**config.mk**
```make
export PLATFORM = sky130hd
export DESIGN_NAME = tm1637_keyscan
export DESIGN_NICKNAME = d
export VERILOG_FILES = /design/src/rtl/tm1637_pkg.sv /design/src/rtl/tm1637_phase_gen.sv /design/src/rtl/tm1637_keyscan.sv
export SDC_FILE = /design/constraint.sdc
export NUM_CORES = 1
export LEC_CHECK = 0
export ABC_AREA = 1
export BUFFER_PORTS_ARGS = -buffer_cell sky130_fd_sc_hd__buf_2
export CORE_MARGIN = 2
export CORE_UTILIZATION = 56
export DETAILED_ROUTE_END_ITERATION = 10
export PLACE_DENSITY_LB_ADDON = 0.25
export SYNTH_ARGS = -nofsm -noshare
export SYNTH_HDL_FRONTEND = slang
export SYNTH_SLANG_ARGS = --single-unit
```
**constraint.sdc**
```tcl
create_clock -name clk -period 2 [get_ports clk]
set_input_delay 0.1 -clock clk [delete_from_list [all_inputs] [get_ports clk]]
set_output_delay 0.1 -clock clk [all_outputs]
set_load 0.005 [all_outputs]
```
**src/rtl/tm1637_pkg.sv**
```systemverilog
// Shared definitions for the TM1637 2-wire interface blocks.
//   - Command bytes understood by the chip.
//   - KEY_NONE: key byte reported when no key is pressed.
//   - state_e: key-scan sequencer states.
//   - pins_t / mk_pins: bundle of SCL/DIO pin controls.
package tm1637_pkg;

  localparam logic [7:0] CMD_READ_KEYS  = 8'h42;
  localparam logic [7:0] CMD_DATA_WRITE = 8'h40;
  localparam logic [7:0] CMD_ADDR0      = 8'hC0;
  localparam logic [7:0] CMD_DISPLAY_ON = 8'h8F;
  localparam logic [7:0] KEY_NONE       = 8'hFF;

  typedef enum logic [2:0] {
    ST_IDLE,
    ST_REQ,
    ST_START,
    ST_CMD,
    ST_CMD_ACK,
    ST_READ,
    ST_RD_ACK,
    ST_STOP
  } state_e;

  typedef struct packed {
    logic scl_en;
    logic scl_out;
    logic sda_en;
    logic sda_out;
  } pins_t;

  function automatic pins_t mk_pins(input logic scl_en, input logic scl_out,
                                    input logic sda_en, input logic sda_out);
    pins_t p;
    p.scl_en  = scl_en;
    p.scl_out = scl_out;
    p.sda_en  = sda_en;
    p.sda_out = sda_out;
    return p;
  endfunction

endpackage

```
**src/rtl/tm1637_phase_gen.sv**
```systemverilog
// Quarter-bit phase generator.
//   clk, rst  : clock, synchronous active-high reset
//   clr_i     : synchronous clear, restarts the divider at phase 0
//   tick_o    : high on the last clk of each phase (every CLK_DIV cycles)
//   phase_o   : current quarter-bit phase 0..3
module tm1637_phase_gen #(
  parameter int CLK_DIV = 50
) (
  input  logic       clk,
  input  logic       rst,
  input  logic       clr_i,
  output logic       tick_o,
  output logic [1:0] phase_o
);

  localparam int CW = (CLK_DIV > 1) ? $clog2(CLK_DIV) : 1;

  logic [CW-1:0] cnt_q;
  logic [1:0]    phase_q;

  assign tick_o  = (cnt_q == CW'(CLK_DIV - 1));
  assign phase_o = phase_q;

  always_ff @(posedge clk) begin
    if (rst || clr_i) begin
      cnt_q   <= '0;
      phase_q <= 2'd0;
    end else if (tick_o) begin
      cnt_q   <= '0;
      phase_q <= phase_q + 2'd1;
    end else begin
      cnt_q   <= cnt_q + CW'(1);
    end
  end

endmodule

```
**src/rtl/tm1637_keyscan.sv**
```systemverilog
// TM1637 key-scan reader.
// Requests the shared SCL/DIO bus, issues START, command 0x42 (LSB-first),
// checks the chip ACK, reads one key byte LSB-first, sends a NACK clock and
// a STOP, then reports the key byte.
//   scan_req, poll_en      : start one scan / enable periodic scans
//   bus_req, bus_gnt       : bus arbitration handshake
//   busy                   : scan in progress
//   key_valid, key_code    : key byte update pulse and value
//   key_down, key_event    : key pressed / code changed since last valid scan
//   ack_err                : chip did not ACK the command
//   scl_*, sda_*           : pin drive controls, sda_in is the sampled DIO
module tm1637_keyscan
  import tm1637_pkg::*;
#(
  parameter int CLK_DIV     = 50,
  parameter int POLL_CYCLES = 5000000
) (
  input  logic       clk,
  input  logic       rst,
  input  logic       scan_req,
  input  logic       poll_en,
  input  logic       bus_gnt,
  output logic       bus_req,
  output logic       busy,
  output logic       key_valid,
  output logic [7:0] key_code,
  output logic       key_down,
  output logic       key_event,
  output logic       ack_err,
  output logic       scl_en,
  output logic       scl_out,
  output logic       sda_en,
  output logic       sda_out,
  input  logic       sda_in
);

  localparam int PW = $clog2(POLL_CYCLES);

  state_e        state_q, state_d;
  logic [2:0]    bit_q, bit_d;
  logic          ok_q, ok_d;
  logic [PW-1:0] poll_q, poll_d;
  logic [7:0]    shadow_q;
  logic [7:0]    key_code_q;
  logic          key_down_q, key_valid_q, key_event_q, ack_err_q;
  logic          busy_q;
  pins_t         pins_q, pins_d;

  logic          valid_d, event_d, ack_err_d, commit;
  logic          tick, bit_done, poll_hit;
  logic [1:0]    phase, ph_d;

  tm1637_phase_gen #(.CLK_DIV(CLK_DIV)) u_phase (
    .clk     (clk),
    .rst     (rst),
    .clr_i   (state_d != state_q),
    .tick_o  (tick),
    .phase_o (phase)
  );

  assign bit_done = tick && (phase == 2'd3);
  assign poll_hit = poll_en && (poll_q == PW'(POLL_CYCLES - 1));

  always_comb begin
    state_d   = state_q;
    bit_d     = bit_q;
    ok_d      = ok_q;
    poll_d    = poll_q;
    valid_d   = 1'b0;
    event_d   = 1'b0;
    ack_err_d = 1'b0;
    commit    = 1'b0;
    case (state_q)
      ST_IDLE: begin
        if (scan_req || poll_hit) begin
          state_d = ST_REQ;
          poll_d  = '0;
        end else if (poll_en) begin
          poll_d = poll_q + PW'(1);
        end
      end
      ST_REQ: begin
        if (bus_gnt) begin
          state_d = ST_START;
          bit_d   = 3'd0;
          ok_d    = 1'b0;
        end
      end
      ST_START: begin
        if (tick && phase == 2'd1) state_d = ST_CMD;
      end
      ST_CMD: begin
        if (bit_done) begin
          bit_d = bit_q + 3'd1;
          if (bit_q == 3'd7) state_d = ST_CMD_ACK;
        end
      end
      ST_CMD_ACK: begin
        if (bit_done) begin
          if (!sda_in) begin
            state_d = ST_READ;
          end else begin
            state_d   = ST_STOP;
            ack_err_d = 1'b1;
          end
        end
      end
      ST_READ: begin
        if (bit_done) begin
          bit_d = bit_q + 3'd1;
          if (bit_q == 3'd7) state_d = ST_RD_ACK;
        end
      end
      ST_RD_ACK: begin
        if (bit_done) begin
          state_d = ST_STOP;
          ok_d    = 1'b1;
        end
      end
      ST_STOP: begin
        if (tick && phase == 2'd2) begin
          state_d = ST_IDLE;
          if (ok_q) begin
            commit  = 1'b1;
            valid_d = 1'b1;
            // key_code_q always holds the previous valid scan's code
            event_d = (shadow_q != key_code_q);
          end
        end
      end
      default: state_d = ST_IDLE;
    endcase

    // Pins are computed for the upcoming state/phase so the registered
    // outputs line up with the sequencer rather than lagging one clk.
    if (state_d != state_q) ph_d = 2'd0;
    else if (tick)          ph_d = phase + 2'd1;
    else                    ph_d = phase;

    pins_d = mk_pins(1'b0, 1'b1, 1'b0, 1'b1);
    case (state_d)
      ST_START:   pins_d = mk_pins(1'b1, 1'b1, 1'b1, ph_d == 2'd0);
      ST_CMD:     pins_d = mk_pins(1'b1, ph_d[1], 1'b1, CMD_READ_KEYS[bit_d]);
      ST_CMD_ACK,
      ST_READ,
      ST_RD_ACK:  pins_d = mk_pins(1'b1, ph_d[1], 1'b0, 1'b1);
      ST_STOP:    pins_d = mk_pins(1'b1, ph_d != 2'd0, 1'b1, ph_d == 2'd2);
      default:    pins_d = mk_pins(1'b0, 1'b1, 1'b0, 1'b1);
    endcase
  end

  always_ff @(posedge clk) begin
    if (rst) begin
      state_q     <= ST_IDLE;
      bit_q       <= 3'd0;
      ok_q        <= 1'b0;
      poll_q      <= '0;
      key_code_q  <= KEY_NONE;
      key_down_q  <= 1'b0;
      key_valid_q <= 1'b0;
      key_event_q <= 1'b0;
      ack_err_q   <= 1'b0;
      busy_q      <= 1'b0;
      pins_q      <= mk_pins(1'b0, 1'b1, 1'b0, 1'b1);
    end else begin
      state_q     <= state_d;
      bit_q       <= bit_d;
      ok_q        <= ok_d;
      poll_q      <= poll_d;
      key_valid_q <= valid_d;
      key_event_q <= event_d;
      ack_err_q   <= ack_err_d;
      busy_q      <= (state_d != ST_IDLE);
      pins_q      <= pins_d;
      if (commit) begin
        key_code_q <= shadow_q;
        key_down_q <= (shadow_q != KEY_NONE);
      end
    end
  end

  // Key byte shadow: bit gi captured on the P3 sample of read bit gi.
  genvar gi;
  generate
    for (gi = 0; gi < 8; gi++) begin : g_shadow
      always_ff @(posedge clk) begin
        if (rst) begin
          shadow_q[gi] <= 1'b1;
        end else if (state_q == ST_READ && bit_done && bit_q == 3'(gi)) begin
          shadow_q[gi] <= sda_in;
        end
      end
    end
  endgenerate

  assign bus_req   = busy_q;
  assign busy      = busy_q;
  assign key_valid = key_valid_q;
  assign key_code  = key_code_q;
  assign key_down  = key_down_q;
  assign key_event = key_event_q;
  assign ack_err   = ack_err_q;
  assign scl_en    = pins_q.scl_en;
  assign scl_out   = pins_q.scl_out;
  assign sda_en    = pins_q.sda_en;
  assign sda_out   = pins_q.sda_out;

endmodule

```
==> results.sh <==
export IMPL_drc_errors=0
export IMPL_drive_above_1_share_pct=21.6
export IMPL_gr_total_overflow=0
export IMPL_crit_path_max_incr_delay_ns=0.43
export IMPL_grt_start_max_net_pins=26
export IMPL_cp_slowest_cell="dfxtp_1"
export IMPL_cts_sinks=63
export IMPL_track_usage_pct=22.9
export IMPL_vias_per_cell=5.16
export IMPL_instances_no_fill=594
export IMPL_max_freq_ghz=0.526
export IMPL_setup_viol_count_final=0
export IMPL_dp_cells=566
export IMPL_path_class="reg2reg"
export IMPL_regArea_sq_mm=0.00127
export IMPL_clockBufferDepth=2
export IMPL_hp_class="in2reg"
export IMPL_dr_first_iter_drc_count=174
export IMPL_path_max_fanout=6
export IMPL_fillers=496
export IMPL_met1Wirelength_um=3570
export IMPL_antenna_found_initial=0
export IMPL_yosys_top_cells_count="97 x nand2_1, 67 x inv_1, 63 x dfxtp_1"
export IMPL_io_buffers=23
export IMPL_nets=532
export IMPL_grt_pass1_wl_um=11700
export IMPL_netlist_top_cells_area="dfxtp_1 38%, nand2_1 11%, inv_1 7.5%"
export IMPL_cp_common_cell="nand3_1"
export IMPL_grt_pass1_vias=2715
export IMPL_ios=24
export IMPL_ir_drop_mv=0.443
export IMPL_netlist_area_sq_mm=0.00336
export IMPL_synth_avg_cell_area_sq_um=7.19
export IMPL_cts_hold_buf=0
export IMPL_path_cells="inv_1, nand3_1, nand2_2, nand2_1, inv_2, nor2_4, nand2_4, nand3_1, nand2_4, buf_4, nand3_1, nand3_1"
export IMPL_core_sq_mm=0.00585
export IMPL_wirelength_um=7190
export IMPL_drv_cap=0
export IMPL_dieArea_sq_mm=0.00664
export IMPL_antenna_cells=0
export IMPL_worstSetupStartpointType="flip-flop"
export IMPL_critPathRequiredTime_ns=2.22
export IMPL_synth_cell_types=35
export IMPL_synth_main_ff_cell="dfxtp_1"
export IMPL_via_count=3063
export IMPL_dr_wl_met2_um=3240
export IMPL_finalHoldViolations=0
export IMPL_power_uw=2800
export IMPL_critPathBufInv=3
export IMPL_cts_buffers=9
export IMPL_areaGrowthSynthToFinish_pct=17.4
export IMPL_fin_skew_ns=0.0120
export IMPL_min_period_ns=1.90
export IMPL_synth_seq_cells=63
export IMPL_wl_per_cell_um=12.1
export IMPL_num_rows=28
export IMPL_min_period_over_period_pct=95.1
export IMPL_synth_nets=486
export IMPL_ys_warn_count=0
export IMPL_synth_edf_count=0
export IMPL_yosys_area_top_type_share_pct=37.5
export IMPL_gp_congestion=0.949
export IMPL_ys_seq_area_share_pct=37.5
export IMPL_crit_family="simple AND/OR/NAND/NOR gates"
export IMPL_leakage_uw=0.00175
export IMPL_slew_violations=0
export IMPL_endpoint_kind="flip-flop"
export IMPL_power_density_mw_per_mm2=708
export IMPL_htreeDepth=3
export IMPL_maxUsedRoutingLayer="met4"
export IMPL_yosysMostFrequentCell="nand2_1"
export IMPL_hpwl_um=5320
export IMPL_worst_pin_slew_ns=0.503
export IMPL_worst_ep_arrival_time_ns=2.12
export IMPL_ant_nets=0
export IMPL_outcome="finished clean"
export IMPL_cts_tree="built"
export IMPL_met3_length_um=225
export IMPL_cts_root_buf="clkbuf_8"
export IMPL_syn_instance_count=468
export IMPL_clk_latency_ns=0.34
export IMPL_firstDrtPassIters=4
export IMPL_die_h_um=81.5
export IMPL_dieWidth_um=81.5
export IMPL_synth_top_area_cell="dfxtp_1"
export IMPL_initial_utilization_pct=57.5
export IMPL_ys_async_sr_fraction_pct=0
export IMPL_multi_input_area_sq_mm=0.00187
export IMPL_clk_pin_slew_ns=0.08
export IMPL_slew_headroom_pct=66.1
-- power by group --
group | leakage [uW] | internal (uW) | switching, uW
Clock | 0.0000981 | 603 | 515
Combinational | 0.00115 | 137 | 226
Sequential | 0.000511 | 1290 | 29.4
Total | 0.00175 | 2030 | 770
-- sequential cells by signal (all words and copies together) (netlist names), 2 cells and up --
name,flops
bit_q,3
key_code,8
poll_q,23
u_phase.cnt_q,6
state_q,3
u_phase.phase_o,2
shadow_q,8
-- final timing paths --
path | startpoint | slack (ns) | end | depth (start not counted)
setup / recovery | state_q[1] | 0.1 | scl_out | 12
hold / removal | sda_in | 0.03 | shadow_q[7] | 3
setup reg to reg | state_q[1] | 0.1 | scl_out | 12
hold reg to reg | poll_q[5] | 0.47 | poll_q[5] | 2
-- area by class of cell --
type                            count  area share, %
Clock inverter                      6           1.52
Timing Repair Buffer               41           6.34
Tap cell                           75           2.38
Sequential cell                    63           32.1
Inverter                           72           6.91
Clock buffer                       10           3.49
Multi-Input combinational cell    327           47.3
-- worst reg2reg max path, cell delays in order, from the launching register on --
cell	delay [ns]
dfxtp_1	0.43
inv_1	0.16
nand3_1	0.20
nand2_2	0.14
nand2_1	0.10
inv_2	0.05
nor2_4	0.13
nand2_4	0.09
nand3_1	0.12
nand2_4	0.09
buf_4	0.14
nand3_1	0.07
nand3_1	0.08
-- per-layer routing --
| layer | up-vias | track usage [%] |
|---|---|---|
| met4 | 0 | 8.98 |
| met1 | 1384 | 29.7 |
| met2 | 39 | 36.2 |
| met5 | - | 0 |
| li1 | 1625 | - |
| met3 | 15 | 6.37 |
-- cells in the final DEF (no fill, tap or decap), types with 3 or more instances in the layout --
cell / netlist / layout
nand2_1: 97 / 95
inv_1: 67 / 64
dfxtp_1: 63 / 59
nand3_1: 41 / 39
nor2_1: 43 / 39
a21oi_1: 31 / 31
buf_2: 0 / 23
o21ai_0: 21 / 21
buf_4: 2 / 18
nand2_2: 9 / 10
ha_1: 12 / 10
clkbuf_8: 0 / 10
nor3_1: 9 / 9
nor2_4: 5 / 8
o211ai_1: 8 / 8
inv_2: 4 / 7
nor2_2: 5 / 6
nand4_1: 6 / 6
xor2_1: 5 / 5
nand2_4: 3 / 4
nand3_2: 3 / 4
nor3_2: 4 / 4
o21a_1: 4 / 4
dfxtp_2: 0 / 4
nand3_4: 2 / 3
o21ai_1: 3 / 3
nor4_1: 3 / 3
clkinv_2: 0 / 3
-- cells by family (layout without fill, tap and decap cells) --
family                   after synthesis  in the layout  share of synthesized area, %
AO/OA/AOI/OAI                         77             77                          13.5
XOR/XNOR                               7              7                          1.82
adder cells (fa/ha/maj)               12             12                          4.46
buffers and inverters                 78            129                          9.00
flip-flops                            63             63                          37.5
AND/OR/NAND/NOR                      231            231                          33.7
-- through the flow --
stage | setup WS, ns | hold WS [ns] | TNS (ns) | utilization [%] | instance area, sq um
2_1_floorplan | 0.318 | 0.226 | 0 | - | 3360
3_3_place_gp | 0.162 | 0.374 | 0 | 61.3 | 3590
3_5_place_dp | 0.101 | 0.378 | 0 | 61.3 | 3590
4_1_cts | 0.0699 | 0.0165 | 0 | 64.7 | 3780
5_1_grt | -0.0317 | 0.0395 | -0.0563 | 67.5 | 3950
6_report | 0.0981 | 0.0310 | 0 | 67.5 | 3950
-- timing repair --
item	in CTS	in global routing
endpoints found under the setup margin	0	19
buffers inserted	0	12
gates resized for setup	0	23
Note: power is estimated with default switching activity, not from simulation.
